===== src/rtl/step_seq_pkg.sv =====
// Shared types and constants for the step sequencer.
// STEP_SEQ_HALF_STEP_EN selects the 8-entry half-step table instead of full-step.
package step_seq_pkg;

  typedef enum logic [1:0] {
    IDLE,
    RUN,
    DONE
  } state_t;

  localparam int unsigned CNT_W = 8;

  localparam logic [3:0] FULL_TABLE [4] = '{4'b0011, 4'b0110, 4'b1100, 4'b1001};
  localparam logic [3:0] HALF_TABLE [8] = '{4'b0001, 4'b0011, 4'b0010, 4'b0110,
                                           4'b0100, 4'b1100, 4'b1000, 4'b1001};

`ifdef STEP_SEQ_HALF_STEP_EN
  localparam int unsigned TBL_LEN = 8;
  localparam int unsigned IDX_W   = 3;
`else
  localparam int unsigned TBL_LEN = 4;
  localparam int unsigned IDX_W   = 2;
`endif

  function automatic logic [3:0] phase_lut(input logic [IDX_W-1:0] idx);
    if (TBL_LEN == 8) return HALF_TABLE[3'(idx)];
    else              return FULL_TABLE[2'(idx)];
  endfunction

endpackage


===== src/rtl/step_sequencer_if.sv =====
// Command/status bundle between the control datapath and the step sequencer.
interface step_sequencer_if;

  logic                                      start;
  logic signed [step_seq_pkg::CNT_W-1:0]     steps;
  logic                                      abort;
  logic                                      busy;
  logic                                      done;
  logic                                      step_pulse;
  logic        [3:0]                         phase;
  logic signed [step_seq_pkg::CNT_W-1:0]     remaining;
  logic                                      negative;
  logic                                      positive;
  logic                                      zero;

  modport master (
    output start, steps, abort,
    input  busy, done, step_pulse, phase, remaining, negative, positive, zero
  );

  modport slave (
    input  start, steps, abort,
    output busy, done, step_pulse, phase, remaining, negative, positive, zero
  );

endinterface


===== src/rtl/step_timer.sv =====
// Step-interval divider: counts 0..STEP_PERIOD-1 while enabled, tick on the last count.
module step_timer #(
  parameter int unsigned STEP_PERIOD = 16,
  parameter int unsigned DIV_W       = 16
) (
  input  logic clk,
  input  logic reset_n,
  input  logic i_clear,
  input  logic i_enable,
  output logic o_tick
);

  logic [DIV_W-1:0] r_div;

  assign o_tick = (r_div == DIV_W'(STEP_PERIOD - 1));

  always_ff @(posedge clk) begin
    if (!reset_n || i_clear) begin
      r_div <= '0;
    end else if (i_enable) begin
      r_div <= o_tick ? '0 : r_div + DIV_W'(1);
    end
  end

endmodule


===== src/rtl/step_sequencer.sv =====
// Signed step-count sequencer driving stepper coil phases at a fixed step rate.
// Build option STEP_SEQ_HALF_STEP_EN selects half-step phase sequencing.
module step_sequencer
  import step_seq_pkg::*;
#(
  parameter int unsigned STEP_PERIOD = 16,
  parameter int unsigned DIV_W       = 16
) (
  input  logic             clk,
  input  logic             reset_n,
  step_sequencer_if.slave  bus
);

  state_t                  r_state, w_state_nxt;
  logic signed [CNT_W-1:0] r_remaining, w_remaining_nxt, w_remaining_step;
  logic [IDX_W-1:0]        r_idx, w_idx_nxt;
  logic                    r_step_pulse, w_step_pulse_nxt;
  logic                    w_tick, w_timer_clear, w_timer_en;

  step_timer #(
    .STEP_PERIOD(STEP_PERIOD),
    .DIV_W      (DIV_W)
  ) u_timer (
    .clk     (clk),
    .reset_n (reset_n),
    .i_clear (w_timer_clear),
    .i_enable(w_timer_en),
    .o_tick  (w_tick)
  );

  // Remaining always moves toward zero, so -128 never overflows.
  assign w_remaining_step = r_remaining[CNT_W-1] ? r_remaining + CNT_W'(1)
                                                 : r_remaining - CNT_W'(1);

  always_comb begin
    w_state_nxt      = r_state;
    w_remaining_nxt  = r_remaining;
    w_idx_nxt        = r_idx;
    w_step_pulse_nxt = 1'b0;
    w_timer_clear    = 1'b1;
    w_timer_en       = 1'b0;
    case (r_state)
      IDLE: begin
        if (bus.start) begin
          w_remaining_nxt = bus.steps;
          w_state_nxt     = (bus.steps == '0) ? DONE : RUN;
        end
      end
      RUN: begin
        w_timer_clear = 1'b0;
        if (bus.abort) begin
          w_state_nxt = IDLE;
        end else begin
          w_timer_en = 1'b1;
          if (w_tick) begin
            w_step_pulse_nxt = 1'b1;
            w_remaining_nxt  = w_remaining_step;
            w_idx_nxt        = r_remaining[CNT_W-1] ? r_idx - IDX_W'(1) : r_idx + IDX_W'(1);
            if (w_remaining_step == '0) w_state_nxt = DONE;
          end
        end
      end
      DONE:    w_state_nxt = IDLE;
      default: w_state_nxt = IDLE;
    endcase
  end

  always_ff @(posedge clk) begin
    if (!reset_n) begin
      r_state      <= IDLE;
      r_remaining  <= '0;
      r_idx        <= '0;
      r_step_pulse <= 1'b0;
    end else begin
      r_state      <= w_state_nxt;
      r_remaining  <= w_remaining_nxt;
      r_idx        <= w_idx_nxt;
      r_step_pulse <= w_step_pulse_nxt;
    end
  end

  assign bus.busy       = (r_state == RUN);
  assign bus.done       = (r_state == DONE);
  assign bus.step_pulse = r_step_pulse;
  assign bus.phase      = phase_lut(r_idx);
  assign bus.remaining  = r_remaining;
  assign bus.negative   = r_remaining[CNT_W-1];
  assign bus.zero       = (r_remaining == '0);
  assign bus.positive   = !r_remaining[CNT_W-1] && (r_remaining != '0);

endmodule


===== src/flat_wrapper.sv =====
// flat-port wrapper written by rule: the top's interface ports become plain ports
module step_sequencer_flat import step_seq_pkg::*;
#(
  parameter int unsigned STEP_PERIOD = 16,
  parameter int unsigned DIV_W       = 16
)
  (clk, reset_n, bus_start, bus_steps, bus_abort, bus_busy, bus_done, bus_step_pulse, bus_phase, bus_remaining, bus_negative, bus_positive, bus_zero);
  step_sequencer_if bus_i ();
  input  logic clk;
  input  logic reset_n;
  input wire logic [$bits(bus_i.start)-1:0] bus_start;
  input wire logic [$bits(bus_i.steps)-1:0] bus_steps;
  input wire logic [$bits(bus_i.abort)-1:0] bus_abort;
  output wire logic [$bits(bus_i.busy)-1:0] bus_busy;
  output wire logic [$bits(bus_i.done)-1:0] bus_done;
  output wire logic [$bits(bus_i.step_pulse)-1:0] bus_step_pulse;
  output wire logic [$bits(bus_i.phase)-1:0] bus_phase;
  output wire logic [$bits(bus_i.remaining)-1:0] bus_remaining;
  output wire logic [$bits(bus_i.negative)-1:0] bus_negative;
  output wire logic [$bits(bus_i.positive)-1:0] bus_positive;
  output wire logic [$bits(bus_i.zero)-1:0] bus_zero;
  assign bus_i.start = bus_start;
  assign bus_i.steps = bus_steps;
  assign bus_i.abort = bus_abort;
  assign bus_busy = bus_i.busy;
  assign bus_done = bus_i.done;
  assign bus_step_pulse = bus_i.step_pulse;
  assign bus_phase = bus_i.phase;
  assign bus_remaining = bus_i.remaining;
  assign bus_negative = bus_i.negative;
  assign bus_positive = bus_i.positive;
  assign bus_zero = bus_i.zero;
  step_sequencer #(.STEP_PERIOD(STEP_PERIOD), .DIV_W(DIV_W)) u_core (.clk(clk), .reset_n(reset_n), .bus(bus_i));
endmodule

===== config.mk =====
export PLATFORM = sky130hd
export DESIGN_NAME = step_sequencer_flat
export DESIGN_NICKNAME = d
export VERILOG_FILES = /design/src/rtl/step_seq_pkg.sv /design/src/rtl/step_sequencer_if.sv /design/src/rtl/step_timer.sv /design/src/rtl/step_sequencer.sv /design/src/flat_wrapper.sv
export SDC_FILE = /design/constraint.sdc
export NUM_CORES = 1
export LEC_CHECK = 0
export ABC_AREA = 1
export BUFFER_PORTS_ARGS = -buffer_cell sky130_fd_sc_hd__buf_2
export CAP_MARGIN = 5
export CORE_AREA = 2 2 62 64
export DETAILED_ROUTE_END_ITERATION = 10
export DIE_AREA = 0 0 64 66
export PLACE_DENSITY = 0.81
export SLEW_MARGIN = 20
export SYNTH_ARGS = -nofsm -noshare
export SYNTH_HDL_FRONTEND = slang
export SYNTH_HIERARCHICAL = 1
export SYNTH_SLANG_ARGS = --single-unit

===== constraint.sdc =====
create_clock -name clk -period 2.65 [get_ports clk]
set_input_delay 0.53 -clock clk [delete_from_list [all_inputs] [get_ports clk]]
set_output_delay 0.53 -clock clk [all_outputs]
set_load 0.005 [all_outputs]

Word-level counts from Yosys, hierarchy flattened
Index checks and enable logic that the tools add are counted.

Bits in registers: 29. Input bits: 12. Output and inout bits: 18. Logic and storage cells: 57.

Add/sub/neg operators: 5. Magnitude comparators: 1. Equality and inequality tests: 8. Mux-type cells: 20. Bitwise gates (word level): 4. Reduce and logical (&&, ||, !) cells: 14.

Operators with widths (number): 8-bit two-way mux (4); 8-bit zero test (3); 16-bit by 1-bit adder with 16-bit output, second input constant (1); 16-bit by 4-bit equality test with 1-bit output, second input constant (1); 16-bit two-way mux (1); 8-bit one-hot mux with 2 select lines (1); 2-bit two-way mux (6); 8-bit by 2-bit adder with 8-bit output, second input constant (1); 4-bit binary-select mux with 2-bit select (1); 4-bit two-way mux (2); 8-bit nonzero test (1); 8-bit by 2-bit subtractor with 8-bit output, second input constant (1); 3-bit by 2-bit inequality test with 1-bit output, second input constant (2); 3-bit AND reduction (2); 1-bit two-way mux (4); 2-bit inequality test, second input constant (2); 2-bit one-hot mux with 2 select lines (1); 4-bit AND reduction (1); 3-bit greater-or-equal comparator, second input constant (1); 1-bit inverter (3); 2-bit inverter with 3-bit output (1); 3-bit OR reduction (1); 2-bit by 1-bit adder with 2-bit output, second input constant (1); 2-bit by 1-bit equality test with 1-bit output, second input constant (1); 8 further kinds (9).

Longest topological paths before layout
Gate-level depths: netlist of run 1.

Word-level depth: 7. Mapped depth: 12. Depth with buffers taken out: 12.

Hierarchy
Netlist of run 1, hierarchy kept.

By module, submodules not included: step_sequencer (instances 1, cells each 150, area an instance 1018.5 um^2, seq. area each 260.2 um^2); step_timer (instances 1, cells each 133, area an instance 890.9 um^2, seq. area each 320.3 um^2).

Worst setup path after synthesis of run 1
No wires, ideal clock.

Path type: register to register. From: register u_core.u_timer.r_div[0]. To: register u_core.r_state[0]. Library setup time: 121 ps. Arrival time: 1717 ps. Required time: 2529 ps. Path slack: 812 ps. Stages on the path, launching flop included: 13. Path buffers: 0. Clock period less this slack: 1838 ps. Cells stage by stage: dfxtp_1 > ha_1 > nand2_1 > inv_1 > nand2_1 > nor4_1 > nand2_1 > nor2_1 > nand3_1 > nor2_1 > nand2_1 > nand2_1 > a21oi_1.

Word-level cells in the longest chain between the ends: 3.

Ends and longest elaborated chain: from (decl) (line step_timer.sv:13) `logic [DIV_W-1:0] r_div;`; from (signal assigned) (line step_timer.sv:21) `r_div <= o_tick ? '0 : r_div + DIV_W'(1);`; 16-bit by 4-bit equality test with 1-bit output (line step_timer.sv:15) `assign o_tick = (r_div == DIV_W'(STEP_PERIOD - 1));`; via u_core.w_tick (line step_sequencer.sv:18) `logic w_tick, w_timer_clear, w_timer_en;`; 3-bit by 2-bit inequality test with 1-bit output (no line); 3-bit AND reduction (no line); to (signal assigned) (line step_sequencer.sv:75) `r_state <= w_state_nxt;`; to (decl) (line step_sequencer.sv:14) `state_t r_state, w_state_nxt;`.

The timed path passes the listed nets, and every way through them passes these cells. A chain may end at the register's enable or synchronous reset.

Worst setup path in the final report of run 1
From: register u_core.u_timer.r_div[1]. To: register u_core.r_remaining[0], in the netlist u_core/bus.remaining[0].

Word-level cells in the longest chain between the ends: 3.

Ends and longest elaborated chain: 16-bit by 4-bit equality test with 1-bit output (line step_timer.sv:15); via u_core.w_tick (line step_sequencer.sv:18); 2-bit by 1-bit inequality test with 1-bit output (no line); 4-bit AND reduction (no line); to (signal assigned) (line step_sequencer.sv:76) `r_remaining <= w_remaining_nxt;`; to (decl) (line step_sequencer.sv:15) `logic signed [CNT_W-1:0] r_remaining, w_remaining_nxt, w_remaining_step;`.

The timed path passes the listed nets, and every way through them passes these cells.

==> results.md, run 1 <==
| Item | Reported |
| --- | --- |
| Hold Worst Slack | 478 ps |
| Routed wire per std cell | 11.6 um |
| Achievable frequency | 445 MHz |
| DIE WIDTH | 64 um |
| Leakage power summed over all cells | 0.972 nW |
| Most frequent standard cell in the layout excluding fill and tap cells | sky130_fd_sc_hd__nand2_1 |
| Startpoint types | flip-flop |
| Number of synthesized register bits | 29 |
| Detailed Route Iter0 Violations | 153 |
| Power share of the combinational group | 25.9% |
| Largest driver fanout on the critical path | 11 |
| Commonest non-fill, non-tap cells in the layout | sky130_fd_sc_hd__nand2_1, sky130_fd_sc_hd__nor2_1, sky130_fd_sc_hd__inv_1 |
| Post-synthesis to final-layout area growth | 12.2% |
| P_sw | 0.000340 W |
| Pre-CTS WS | 485 ps |
| Clock buffers created by TritonCTS | 5 |
| Global-route wire length before repair | 7320 um |
| Number of buffers added on ports | 29 |
| Hold buffer count at CTS | 0 |
| Aggregate negative setup slack | 0 ps |
| Unrepaired setup endpoints after global routing | no |
| TritonCTS clock tree | built |
| Worst-path cell chain | ha_1 -> nand2_1 -> inv_1 -> nand2_1 -> nor4_1 -> nand2_4 -> nand2_4 -> inv_1 -> a211oi_1 -> nor2_1 |
| Post-cts sizing count | 0 |
| Avg Inst Size Synth | 6.75 um2 |
| Fraction of final layout cells with drive strength greater than 1 | 17.8% |
| Post-Synthesis Net Count | 305 |
| Crit end category | flip-flop |
| Antenna violations before repair | 0 |
| Slowest cell on the critical path | sky130_fd_sc_hd__nor4_1 |
| Clock-pin slew on the worst setup and hold paths | 90 ps |
| Number of standard cells after synthesis | 283 |
| Power per unit of standard cell area | 487 mW/mm2 |
| Crit-path max cell delay | 560 ps |
| Sink Count | 29 |
| Total number of vias | 1860 |
| Post-CTS setup buffer count | 0 |
| Post-route DRC violation count | 0 |
| Arrival time reported for the critical path endpoint | 2470 ps |
| Starting density of the core | 53.8% |
| Mapped cell area | 0.00191 mm2 |
| Placeable core area | 0.00355 mm2 |
| Clk Tree Root Cell | sky130_fd_sc_hd__clkbuf_4 |
| Number of iterations in the first detailed-routing pass | 4 |
| Slew headroom | 56.2% |
| Pins Over Slew Limit | 0 |
| Aggregate global routing overflow | 0 |
| Latest clock arrival within the worst-skew pair | 330 ps |
| Count of warnings emitted by yosys | 6 |
| Final WL | 4200 um |
| Final hold violation count | 0 |
| Number of global-route vias before repair | 1657 |
| Final standard cell utilization of the core | 60.3% |
| Number of levels in the clock H-tree | 2 |
| Pin count of the biggest net entering global routing | 16 |
| Setup clock skew after layout | 12.1 ps |
| Maximum capacitance violations | 0 |
| Number of routed nets with antenna violations | 0 |
| Total global-route track usage | 22.4% |
| Type of the setup path with the least slack | flip-flop to flip-flop |
| Worst min path class | primary input to flip-flop |
| # fillers | 328 |
| Internal power of the cells | 0.000703 W |
| Setup-violating endpoint count in the final report | 0 |
| Flop pwr share | 45.1% |
| Max Root-Sink Buffers | 2 |
| Max IR drop VDD | 0.000291 V |
| Portion of the post-synthesis area used by sequential elements | 30.4% |
| Result of the run | complete, no violations |
| Die outline area | 0.00422 mm2 |
| Measured slew at the worst slew-check pin | 651 ps |
| Via density | 5.12 |
| Chip Height | 66 um |
| Final worst-path cycle share | 84.9% |
| Data required time at the worst endpoint | 2870 ps |
| Boundary pin count | 30 |
| Number of standard-cell rows in the floorplan | 22 |
| PnR worst setup slack | 400 ps |
| Ant diodes | 0 |
| HPWL after DPL | 3290 um |
| Min cycle time layout | 2250 ps |
| Net switching share of the total power | 32.6% |
| Number of nets in the final layout | 336 |
| Clock share of power | 29.0% |
| Count of unique library cells instantiated by Yosys | 33 |
| Weighted congestion reported at the end of routability-driven placement | 0.850 |
cells by family (layout without fill, tap and decap cells):
kind of cell               Yosys count  count (layout)  synth area share [%]
AOI/OAI and AO/OA                   38              38                  11.0
xor gates and xnor gates             9               9                  4.13
adders and majority gates           10              10                  6.95
buffers and inverters               40              72                  9.11
DFF                                 29              29                  30.4
and+or+nand+nor                    157             157                  38.4
power by group through the flow:
stage	sequential, W	clock, W	combinational, W
floorplan	0.000476	0	0.000195
global placement	0.000480	0	0.000265
detailed placement	0.000480	0	0.000267
CTS	0.000470	0.000310	0.000268
global route	0.000473	0.000343	0.000307
finish	0.000470	0.000302	0.000270
final timing paths:
check                                        startpoint                      end  slack, ps  depth (start not counted)
worst max-delay path            u_core/u_timer/r_div[1]  u_core/bus.remaining[0]        400                         10
worst min-delay path                       bus_steps[1]  u_core/bus.remaining[1]        480                          3
worst max register to register  u_core/u_timer/r_div[1]  u_core/bus.remaining[0]        400                         10
worst min register to register          u_core/r_idx[1]          u_core/r_idx[1]        520                          2
synth_stat cells, drive strengths merged:
master / count / area, um2
nand2: 62 / 255
nor2: 57 / 268
inv: 33 / 124
dfxtp: 29 / 581
nand3: 24 / 125
a21oi: 22 / 110
o21ai: 10 / 50.1
ha: 9 / 113
xor2: 6 / 52.6
buf: 5 / 42.5
nand4: 4 / 25.0
nor3: 4 / 20.0
a211oi: 3 / 22.5
xnor2: 3 / 26.3
a31oi: 2 / 12.5
clkinv: 2 / 7.51
nor4: 2 / 12.5
a311oi: 1 / 15.0
and3: 1 / 6.26
fa: 1 / 20.0
nand3b: 1 / 7.51
nor3b: 1 / 7.51
or2: 1 / 6.26
area by class of cell:
| type | instances | area (um2) | area share [%] |
|---|---|---|---|
| clock buffer | 7 | 65.1 | 3.04 |
| clock inverter | 1 | 5.00 | 0.234 |
| inverter | 35 | 131 | 6.13 |
| multi-input combinational | 214 | 1150 | 53.9 |
| sequential | 29 | 581 | 27.1 |
| tap | 48 | 60.1 | 2.80 |
| timing repair buffer | 29 | 145 | 6.78 |
metal layers:
layer | share of wire, % | vias to the layer above | global-route usage [%]
li1 | - | 975 | -
met1 | 48 | 829 | 29.6
met2 | 45 | 49 | 35.4
met3 | 5.8 | 7 | 3.75
met4 | 1.6 | 0 | 10.6
met5 | 0 | - | 0
sequential cells by signal (all words and copies together), names as in the netlist:
| name | cells |
|---|---|
| u_core/bus.remaining | 8 |
| u_core/u_timer/r_div | 16 |
| u_core/bus.step_pulse | 1 |
| u_core/r_idx | 2 |
| u_core/r_state | 2 |
worst max-delay path, delay by kind of cell (launching register included):
kind                       cells  cell delay [ps]
DFF                            1              390
AOI/OAI and AO/OA              1              210
buffers and inverters          2              250
adders and majority gates      1              190
and+or+nand+nor                6             1100
metrics by stage:
| stage | instances | power, W | area (um2) |
|---|---|---|---|
| floorplan | 283 | 0.000671 | 1910 |
| global placement | 355 | 0.000745 | 2070 |
| detailed placement | 355 | 0.000747 | 2070 |
| CTS | 363 | 0.00105 | 2140 |
| global route | 363 | 0.00112 | 2140 |
| finish | 363 | 0.00104 | 2140 |
Note: power is estimated with default switching activity, not from simulation.
==> run 2, diff against run 1 <==
ABC_AREA = 0   (was 1)
CORE_AREA = 2 2 63 65   (was 2 2 62 64)
DIE_AREA = 0 0 65 67   (was 0 0 64 66)
PLACE_DENSITY = 0.78   (was 0.81)
clock period = 1.9 ns   (was 2.65 ns; I/O delays follow)
==> run 2 against run 1 <==
  * The flow now finishes with violations (negative setup slack)
  * Fmax grew 5.9%
  * Flip-flop and latch count is the same
  * First-iteration DRC count grew 140%
  * Die area grew 3.1%
  * Largest cell class unchanged
  * Wire length grew 80%
  * Synthesized area shrank 7.6%
  * Hold slack lost 98 ps
  * Highest routed layer unchanged
  * Synthesized cell count shrank 25%
  * Clock-buffer cell count is the same
  * Core utilization grew 14 points
==> results.md, run 2 <==
| Item | Reported |
| --- | --- |
| Largest reg by FF count | u_core/u_timer/r_div |
| Number of standard-cell rows in the floorplan | 22 |
| Ant diodes | 0 |
| Ranking of synthesized cells by instance count | sky130_fd_sc_hd__dfxtp_1, sky130_fd_sc_hd__nor2_1, sky130_fd_sc_hd__nand2_1, sky130_fd_sc_hd__xnor2_1, sky130_fd_sc_hd__o21ai_0 |
| Placed insts | 321 |
| TritonCTS clock tree | built |
| Worst Hold Depth | 3 |
| Pre-CTS WS | -73.6 ps |
| Measured slew at the worst slew-check pin | 687 ps |
| Antenna violations before repair | 0 |
| Flip-flop count of the largest register after layout | 16 |
| Data required time at the worst endpoint | 2110 ps |
| Slowest cell on the critical path | sky130_fd_sc_hd__dfxtp_2 |
| DIE WIDTH | 65 um |
| Final worst-path cycle share | 112% |
| Primary FF master, synth | sky130_fd_sc_hd__dfxtp_1 |
| Worst-path cell chain | ha_4 -> nand4b_1 -> nor4_1 -> buf_4 -> and2_4 -> nand3b_1 -> a21oi_2 -> buf_6 -> buf_8 -> o21ai_2 -> a31oi_1 |
| Global-route wire length before repair | 9650 um |
| Final WL | 7560 um |
| Aggregate global routing overflow | 0 |
| Largest area contributor in the netlist | sky130_fd_sc_hd__dfxtp_1 |
| # fillers | 200 |
| Clock-pin slew on the worst setup and hold paths | 70 ps |
| Setup clock skew after layout | 9.13 ps |
| Cells taking the most area after synthesis | sky130_fd_sc_hd__dfxtp_1, sky130_fd_sc_hd__ha_1, sky130_fd_sc_hd__xnor2_1, sky130_fd_sc_hd__nor2_1, sky130_fd_sc_hd__nand2_1 |
| Flop pwr share | 31.6% |
| Fraction of registers with async set or reset after synthesis | 0% |
| Number of nets in the final layout | 313 |
| Setup-violating endpoint count in the final report | 14 |
| Achievable frequency | 471 MHz |
| Final hold violation count | 0 |
| Post-route DRC violation count | 0 |
| Most repeated cell in the gate-level netlist after synthesis | sky130_fd_sc_hd__dfxtp_1 |
| Internal reg-to-reg setup slack | -220 ps |
| Power per unit of standard cell area | 776 mW/mm2 |
| Via density | 6.60 |
| Number of enable flip-flop cells after synthesis | 0 |
| Largest driver fanout on the critical path | 5 |
| Type of the setup path with the least slack | flip-flop to flip-flop |
| P_sw | 0.000680 W |
| Post-Synthesis Net Count | 234 |
| Commonest non-fill, non-tap cells in the layout | sky130_fd_sc_hd__buf_4, sky130_fd_sc_hd__buf_2, sky130_fd_sc_hd__nor2_1, sky130_fd_sc_hd__dfxtp_1, sky130_fd_sc_hd__nand2_1 |
| Leakage power summed over all cells | 1.13 nW |
| Fraction of final layout cells with drive strength greater than 1 | 44.9% |
| Sink Count | 29 |
| Aggregate negative setup slack | -2360 ps |
| Crit-path max cell delay | 360 ps |
| HPWL after DPL | 3490 um |
| Number of routed nets with antenna violations | 0 |
| Total global-route track usage | 29.4% |
| Min cycle time layout | 2120 ps |
| Hold path startpoint | bus_steps[3] |
| Most frequent standard cell in the layout excluding fill and tap cells | sky130_fd_sc_hd__buf_4 |
| Boundary pin count | 30 |
| Die outline area | 0.00436 mm2 |
| Result of the run | complete, but fails checks |
| Pin count of the biggest net entering global routing | 17 |
| Launch instance of the worst register-to-register path | u_core/u_timer/r_div[1] |
| Internal power of the cells | 0.00141 W |
| Max IR drop VDD | 0.000295 V |
| Post-Layout Cell Count | 340 |
| Count of unique library cells instantiated by Yosys | 49 |
| Number of levels in the clock H-tree | 2 |
| Count of warnings emitted by yosys | 6 |
| Number of global-route vias before repair | 1929 |
| Portion of the post-synthesis area used by sequential elements | 32.9% |
| Post-synthesis to final-layout area growth | 52.4% |
| Endpoint of the worst hold-timing path | u_core/bus.remaining[3] |
| Top-area cell type share of the netlist area | 32.9% |
| Detailed Route Iter0 Violations | 366 |
| Slew headroom | 53.8% |
| Latest clock arrival within the worst-skew pair | 290 ps |
| Unrepaired setup endpoints after global routing | yes |
| Number of standard cells after synthesis | 212 |
| Chip Height | 67 um |
| Combined area of the multi-input logic cells | 0.00135 mm2 |
| Avg Inst Size Synth | 8.32 um2 |
| Arrival time reported for the critical path endpoint | 2330 ps |
| Terminus of the critical flop-to-flop path | u_core/bus.remaining[4] |
| Net switching share of the total power | 32.6% |
| Startpoint types | flip-flop |
| Violated checks | negative setup slack |
| Clk Tree Root Cell | sky130_fd_sc_hd__clkbuf_8 |
| R2R depth | 11 |
| Clock share of power | 33.1% |
| Number of buffers added on ports | 29 |
| Maximum capacitance violations | 0 |
| PnR worst setup slack | -225 ps |
| Placeable core area | 0.00361 mm2 |
| Weighted congestion reported at the end of routability-driven placement | 0.973 |
| Number of synthesized register bits | 29 |
| Crit end category | flip-flop |
| Overall power after layout | 0.00209 W |
| Register Area | 589 um2 |
| Clock buffers created by TritonCTS | 5 |
| Total number of vias | 2245 |
| Starting density of the core | 48.9% |
| Worst min path class | primary input to flip-flop |
| Final standard cell utilization of the core | 74.6% |
| Mapped cell area | 0.00176 mm2 |
| Max Root-Sink Buffers | 2 |
| Pins Over Slew Limit | 0 |
| Number of iterations in the first detailed-routing pass | 5 |
| Power share of the combinational group | 35.3% |
| Routed wire per std cell | 22.2 um |
==> run 2: per-layer routing <==
metal | vias up | track usage, % | wire [um]
met3 | 65 | 7.26 | 876
met4 | 0 | 12.0 | 497
li1 | 912 | - | -
met1 | 1037 | 34.5 | 2740
met2 | 231 | 51.0 | 3450
met5 | - | 0 | 0
==> run 2: final cells by class <==
class                           count  area share [%]
Clock buffer                        7            3.21
Tap cell                           48            2.23
Timing Repair Buffer               79            20.1
Sequential cell                    29            21.9
Inverter                            8            1.30
Clock inverter                      1            1.12
Multi-Input combinational cell    168            50.2
==> run 2: worst max path at each step <==
stage | startpoint | endpoint | slack [ps] | cells past startpoint
6_report | u_core/u_timer/r_div[1] | u_core/bus.remaining[4] | -220 | 11
5_1_grt | u_core/u_timer/r_div[1] | u_core/bus.remaining[4] | -310 | 11
4_1_cts | u_core/bus.remaining[7] | bus_positive | -210 | 6
3_5_place_dp | u_core/bus.remaining[7] | bus_positive | -70 | 6
3_3_place_gp | u_core/u_timer/r_div[15] | u_core/bus.remaining[2] | -9 | 8
2_1_floorplan | u_core/bus.remaining[0] | u_core/r_state[0] | -30 | 6
==> run 2: timing repair <==
action | 4_1_cts | 5_1_grt
endpoints found under the setup margin | 11 | 14
pin swaps | 12 | 13
setup buffers | 7 | 4
cloned | 1 | 0
gates resized for setup | 35 | 19
hold buffers | 0 | 0
==> run 2: worst max-delay path: cells and delay by family, from the launching register on <==
kind                     cells  cell delay, ps
adder cells (fa/ha/maj)      1             140
buffers and inverters        3             460
AO/OA/AOI/OAI                3             440
flip-flops                   1             360
AND/OR/NAND/NOR              4             650
==> run 2: power by group through the flow <==
stage	Combinational (W)	Clock, W	Sequential, W
2_1_floorplan	0.000269	0	0.000662
3_5_place_dp	0.000472	0	0.000658
3_3_place_gp	0.000458	0	0.000657
5_1_grt	0.000757	0.000711	0.000660
4_1_cts	0.000605	0.000669	0.000653
6_report	0.000737	0.000691	0.000659
==> run 2: cell families (layout without fill, tap and decap cells) <==
| kind of cell | after synthesis | after routing | synth area share (%) |
|---|---|---|---|
| AOI/OAI and AO/OA | 33 | 33 | 12.7 |
| muxes | 2 | 2 | 1.13 |
| adders and majority gates | 10 | 10 | 7.52 |
| DFF | 29 | 29 | 32.9 |
| xor gates and xnor gates | 21 | 21 | 10.4 |
| buffers and inverters | 15 | 95 | 4.54 |
| and+or+nand+nor | 102 | 102 | 30.8 |
==> run 2: stage by stage <==
step / hold WS [ps] / area, um2
after floorplan: 466 / 1790
after global placement: 490 / 2230
after detailed placement: 504 / 2230
after CTS: 370 / 2570
after global routing: 381 / 2690
final: 380 / 2690
